--- src/rtl/fc_pkg.sv ---
// Shared definitions for the fully-connected layer datapath.
// Holds the default neuron width, layer size and lane count, the neuron_t
// type, and the relu() helper. The helper is only used by builds that define
// NEURON_RELU_EN.
package fc_pkg;

    localparam int FC_SIZE     = 16;
    localparam int FC_LAYER_SZ = 10;
    localparam int FC_LANES    = 2;

    typedef logic signed [FC_SIZE-1:0] neuron_t;

    // Clamp a two's-complement neuron value at zero.
    function automatic neuron_t relu(input neuron_t v);
        neuron_t r;
        if (v[FC_SIZE-1] == 1'b1) begin
            r = '0;
        end else begin
            r = v;
        end
        return r;
    endfunction

endpackage

--- src/rtl/neuron_bank.sv ---
// One neuron bank: a LAYER_SZ x SIZE register array with a multi-lane write
// port, a per-neuron written mask and its popcount.
// - When several lanes hit the same neuron, the highest lane index wins.
// - The caller guarantees that every enabled lane carries an in-range address.
// - clr clears the data and the mask, and has priority over writes.
module neuron_bank #(
    parameter int SIZE     = 16,
    parameter int LAYER_SZ = 10,
    parameter int LANES    = 2,
    parameter int ADDR_W   = 4
) (
    input  logic                       clk,
    input  logic                       rst_n,
    input  logic                       clr,
    input  logic [LANES-1:0]           we,
    input  logic [LANES*SIZE-1:0]      wdata,
    input  logic [LANES*ADDR_W-1:0]    waddr,
    output logic [LAYER_SZ*SIZE-1:0]   data,
    output logic [ADDR_W:0]            count
);

    logic [SIZE-1:0]     mem_r [LAYER_SZ];
    logic [LAYER_SZ-1:0] mask_r;

    // Storage and written mask. Lanes are visited in ascending order, so the
    // last non-blocking assignment (the highest lane) takes effect.
    always_ff @(posedge clk or negedge rst_n) begin
        if (!rst_n) begin
            for (int n = 0; n < LAYER_SZ; n++) begin
                mem_r[n] <= '0;
            end
            mask_r <= '0;
        end else if (clr) begin
            for (int n = 0; n < LAYER_SZ; n++) begin
                mem_r[n] <= '0;
            end
            mask_r <= '0;
        end else begin
            for (int n = 0; n < LAYER_SZ; n++) begin
                for (int i = 0; i < LANES; i++) begin
                    if (we[i] && (waddr[i*ADDR_W +: ADDR_W] == ADDR_W'(n))) begin
                        mem_r[n]  <= wdata[i*SIZE +: SIZE];
                        mask_r[n] <= 1'b1;
                    end
                end
            end
        end
    end

    // Flatten the array and count the distinct neurons written so far.
    always_comb begin
        data  = '0;
        count = '0;
        for (int n = 0; n < LAYER_SZ; n++) begin
            data[n*SIZE +: SIZE] = mem_r[n];
            count = count + {{ADDR_W{1'b0}}, mask_r[n]};
        end
    end

endmodule

--- src/rtl/neuron_layer_pingpong.sv ---
// Double-buffered neuron value store for a fully-connected layer.
// - The upstream side fills the write bank over LANES ports and closes it
//   with load_last.
// - A swap hands the full write bank to the read side, where the downstream
//   layer sees it as values/values_valid.
// - Optional build macro NEURON_RELU_EN: accepted writes are clamped at zero
//   (signed) before they are stored.
module neuron_layer_pingpong
    import fc_pkg::*;
#(
    parameter  int SIZE     = FC_SIZE,
    parameter  int LAYER_SZ = FC_LAYER_SZ,
    parameter  int LANES    = FC_LANES,
    localparam int ADDR_W   = $clog2(LAYER_SZ)
) (
    input  logic                      clk,
    input  logic                      rst_n,
    input  logic [LANES-1:0]          load_en,
    input  logic [LANES*SIZE-1:0]     load_value,
    input  logic [LANES*ADDR_W-1:0]   load_address,
    input  logic                      load_last,
    output logic                      fill_ready,
    output logic [ADDR_W:0]           fill_count,
    output logic [LAYER_SZ*SIZE-1:0]  values,
    output logic                      values_valid,
    input  logic                      consume,
    output logic                      load_drop
);

    logic                     wr_sel_r;
    logic                     wr_full_r;
    logic                     rd_valid_r;
    logic                     load_drop_r;

    logic [LANES-1:0]         accept_s;
    logic                     drop_s;
    logic [LANES*SIZE-1:0]    wdata_s;
    logic                     swap_s;
    logic [LANES-1:0]         we0_s;
    logic [LANES-1:0]         we1_s;
    logic                     clr0_s;
    logic                     clr1_s;
    logic [LAYER_SZ*SIZE-1:0] data0_s;
    logic [LAYER_SZ*SIZE-1:0] data1_s;
    logic [ADDR_W:0]          count0_s;
    logic [ADDR_W:0]          count1_s;

    // Per-lane acceptance, discard detection and the stored-value transform.
    always_comb begin
        accept_s = '0;
        drop_s   = 1'b0;
        wdata_s  = '0;
        for (int i = 0; i < LANES; i++) begin
            if (load_en[i]) begin
                if (!wr_full_r &&
                    ({1'b0, load_address[i*ADDR_W +: ADDR_W]} < (ADDR_W+1)'(LAYER_SZ))) begin
                    accept_s[i] = 1'b1;
                end else begin
                    drop_s = 1'b1;
                end
            end else begin
                accept_s[i] = 1'b0;
            end
`ifdef NEURON_RELU_EN
            wdata_s[i*SIZE +: SIZE] = relu(load_value[i*SIZE +: SIZE]);
`else
            wdata_s[i*SIZE +: SIZE] = load_value[i*SIZE +: SIZE];
`endif
        end
    end

    // Route writes to the current write bank and clear the bank that becomes
    // the write bank when a swap happens.
    always_comb begin
        swap_s = wr_full_r && (!rd_valid_r || consume);
        if (wr_sel_r) begin
            we0_s  = '0;
            we1_s  = accept_s;
            clr0_s = swap_s;
            clr1_s = 1'b0;
        end else begin
            we0_s  = accept_s;
            we1_s  = '0;
            clr0_s = 1'b0;
            clr1_s = swap_s;
        end
    end

    // Bank-select, close, read-valid and drop-pulse state.
    // A swap takes priority over consume, so a pending layer streams in with
    // no invalid gap.
    always_ff @(posedge clk or negedge rst_n) begin
        if (!rst_n) begin
            wr_sel_r    <= 1'b0;
            wr_full_r   <= 1'b0;
            rd_valid_r  <= 1'b0;
            load_drop_r <= 1'b0;
        end else begin
            load_drop_r <= drop_s;
            if (swap_s) begin
                wr_sel_r   <= ~wr_sel_r;
                wr_full_r  <= 1'b0;
                rd_valid_r <= 1'b1;
            end else begin
                if (!wr_full_r && load_last) begin
                    wr_full_r <= 1'b1;
                end else begin
                    wr_full_r <= wr_full_r;
                end
                if (consume) begin
                    rd_valid_r <= 1'b0;
                end else begin
                    rd_valid_r <= rd_valid_r;
                end
            end
        end
    end

    neuron_bank #(
        .SIZE     (SIZE),
        .LAYER_SZ (LAYER_SZ),
        .LANES    (LANES),
        .ADDR_W   (ADDR_W)
    ) u_bank0 (
        .clk   (clk),
        .rst_n (rst_n),
        .clr   (clr0_s),
        .we    (we0_s),
        .wdata (wdata_s),
        .waddr (load_address),
        .data  (data0_s),
        .count (count0_s)
    );

    neuron_bank #(
        .SIZE     (SIZE),
        .LAYER_SZ (LAYER_SZ),
        .LANES    (LANES),
        .ADDR_W   (ADDR_W)
    ) u_bank1 (
        .clk   (clk),
        .rst_n (rst_n),
        .clr   (clr1_s),
        .we    (we1_s),
        .wdata (wdata_s),
        .waddr (load_address),
        .data  (data1_s),
        .count (count1_s)
    );

    assign fill_ready   = ~wr_full_r;
    assign values_valid = rd_valid_r;
    assign load_drop    = load_drop_r;
    assign values       = wr_sel_r ? data0_s : data1_s;
    assign fill_count   = wr_sel_r ? count1_s : count0_s;

endmodule

--- config.mk ---
export PLATFORM = sky130hd
export DESIGN_NAME = neuron_layer_pingpong
export DESIGN_NICKNAME = d
export VERILOG_FILES = /design/src/rtl/fc_pkg.sv /design/src/rtl/neuron_bank.sv /design/src/rtl/neuron_layer_pingpong.sv
export SDC_FILE = /design/constraint.sdc
export NUM_CORES = 1
export LEC_CHECK = 0
export BUFFER_PORTS_ARGS = -buffer_cell sky130_fd_sc_hd__buf_2
export CAP_MARGIN = 5
export CORE_MARGIN = 2
export CORE_UTILIZATION = 60
export CTS_CLUSTER_DIAMETER = 120
export DETAILED_ROUTE_END_ITERATION = 10
export HOLD_SLACK_MARGIN = 0.05
export PLACE_DENSITY = 0.81
export SKIP_CTS_REPAIR_TIMING = 1
export SLEW_MARGIN = 30
export SYNTH_ARGS = -nofsm -noshare
export SYNTH_HDL_FRONTEND = slang
export SYNTH_SLANG_ARGS = --single-unit
--- constraint.sdc ---
create_clock -name clk -period 7.2 [get_ports clk]
set_input_delay 0 -clock clk [delete_from_list [all_inputs] [get_ports clk]]
set_output_delay 0 -clock clk [all_outputs]
set_load 0.02 [all_outputs]
==> impl_metrics.yaml <==
clock_tree:
  numCtsBuffers: 38
  cts_sinks: 344
  cts_tree: "built"
  insertion_delay_ns: 0.53
  root_buffer: "clkbuf_16"
  cts_buffer_depth: 3
  h-tree-depth: 2
  path_clk_slew_ns: 0.06
detailed_routing:
  firstDrtPassIters: 5
  drt-vias-per-instance: 6.16
  drcViolationCount: 0
  wl_um: 57700
  drt_iter0_markers: 1116
  routedWlPerCell_um: 24.0
  vias: 14792
  drtAntennaViolNets: 0
floorplan:
  ios: 214
  die_w_um: 189
  rows: 67
  start_util: 0.611
  fp.dieH_um: 189
  core_area_um2: 33600
  die_area_um2: 35700
sta:
  clock-skew-final_ns: 0.0108
  fmax_mhz: 242
  setup_viol: 0
  tightestPinTransition_ns: 0.987
  finalMaxSlewViolations: 0
  min_period_ns: 4.13
  fin_crit_sh: 0.574
  tns_ns: 0
  max-slew-margin-rel: 0.342
  hold_viol_final: 0
  rsz0062_at_grt: "no"
  fin_ws_ns: 3.07
setup_path:
  crit_fanout: 2
  critPathCaptureType: "output pin"
  r2r_start: "wr_sel_r"
  crit_path_start_kind: "flip-flop"
  worstPathArrival_ns: 4.13
  worst_ep_required_time_ns: 7.20
  startpoint: "u_bank0.mask_r[0]"
  critPathKind: "reg2out"
pwr:
  p_leak_nw: 13.2
  p_per_area_nw_per_um2: 313
  peakVddDrop_uv: 213
logic_synthesis:
  ys_warn_count: 0
  ys_seq_area_frac: 0.419
  synthArstFlopShare: 1.00
  synth.most_common_cell: "mux2i_1"
  netlist_instances: 1822
  netlist_area_um2: 20500
  ys_ff_latch: 344
  synth.top_cell.area_share: 0.419
  synthTopCellsByArea: "dfrtp_1, mux2i_1, mux2_2, nand2_1, buf_6"
  syn_nets: 1890
  synth_top_area_cell: "dfrtp_1"
  synth-edff-count: 0
  avgSynthCellArea_um2: 11.3
  ys.flop_type: "dfrtp_1"
  synth_common_cells: "mux2i_1, dfrtp_1, nand2_1"
  synth_cell_types: 48
job:
  cap_violations: 0
grt:
  grt_pass1_wl_um: 88700
  grt.total_usage: 0.318
  antenna_found_initial: 3
  grt_pass1_vias: 15417
  gr-total-overflow: 0
  grt_max_degree: 181
placed_design:
  dp_slack_ns: 3.67
  hpwl_um: 34900
  place.gp.congestion: 0.841
  io_buffers: 212
finish:
  syn2layout_area_growth_pct: 11.2
  drive_above_1_share: 0.260
  final_nets: 1991
  multi_input_area_um2: 10800
  seq_area_um2: 8610
  n_fill_cell: 2533
hold_path:
  hold_path.class: "in2reg"
  hp-start: "load_value[6]"
status:
  outcome: "finished clean"
[power breakdown]
group	switching [mW]	total [mW]	internal (mW)
clock	0.794	2.04	1.25
sequential	0.256	2.59	2.34
combinational	1.56	2.51	0.952
total	2.61	7.14	4.54
[cell usage in the layout, fill, tap and decap left out, drive strengths merged, types with 3 or more instances in the layout]
| cell | n |
|---|---|
| nor4b | 5 |
| inv | 32 |
| dlygate4sd3 | 10 |
| dfrtp | 344 |
| nand2 | 352 |
| fa | 12 |
| buf | 237 |
| bufinv | 3 |
| ha | 10 |
| o21a | 16 |
| o21ai | 14 |
| nor2 | 7 |
| mux2 | 161 |
| diode | 3 |
| and4bb | 3 |
| mux2i | 641 |
| a21oi | 11 |
| clkbuf | 63 |
[sequential cells by signal (all words and copies together), names as in the netlist]
signal,count
u_bank1.mask_r,10
u_bank1.data,160
u_bank0.data,160
wr_sel_r,1
u_bank0.mask_r,10
values_valid,1
wr_full_r,1
load_drop,1
[cell type report]
class	count	share of cell area
Tap cell	448	0.0245
Inverter	32	0.00526
Clock buffer	63	0.0529
Sequential cell	344	0.377
Multi-Input combinational cell	1260	0.472
Clock inverter	5	0.00449
Antenna cell	3	0.000329
Timing Repair Buffer	247	0.0634
[cell families (layout without fill, tap and decap cells)]
group | after synthesis | count (layout) | share of synthesized area
buf+inv | 218 | 347 | 0.0590
fa+ha+maj | 22 | 22 | 0.0178
flops | 344 | 344 | 0.419
compound gates | 46 | 46 | 0.0155
xor+xnor | 2 | 2 | 0.000853
mux | 802 | 802 | 0.401
other cells | 1 | 4 | 0.000183
simple gates | 387 | 387 | 0.0869
[critical path, cell delays in order (launching register included)]
cell	delay, ns
dfrtp_1	0.39
ha_1	0.30
inv_1	0.07
fa_1	0.42
fa_1	0.51
fa_1	0.41
inv_1	0.08
fa_1	0.20
inv_1	0.07
fa_1	0.44
xnor2_1	0.14
o21ai_0	0.31
buf_2	0.24
[routing by layer]
metal	wire, um	share of wire	global-route usage
met4	2120	0.037	0.134
met3	4010	0.069	0.0462
met5	0	0	0
met1	24000	0.42	0.433
met2	27500	0.48	0.512
[stage by stage]
stage	hold slack, ns	power, mW	utilization	cells	cell area, um2
5_1_grt	0.0549	7.46	0.680	2402	22800
2_1_floorplan	-0.296	4.31	-	1822	20500
6_report	0.0320	7.14	0.680	2402	22800
3_3_place_gp	0.157	4.99	0.633	2317	21300
4_1_cts	-0.402	7.13	0.674	2386	22700
3_5_place_dp	0.157	5.08	0.635	2318	21300
[path summary, 6_finish.rpt]
check | slack, ns | endpoint | depth (start not counted)
min reg2reg | 0.49 | u_bank1.mask_r[2] | 1
max reg2reg | 3.99 | u_bank1.data[19] | 5
max | 3.07 | fill_count[2] | 12
min | 0.03 | u_bank1.data[118] | 3
max in group asynchronous | 6.15 | wr_sel_r | 4
min in group asynchronous | 0.06 | u_bank1.data[137] | 3
Note: power is estimated with default switching activity, not from simulation.
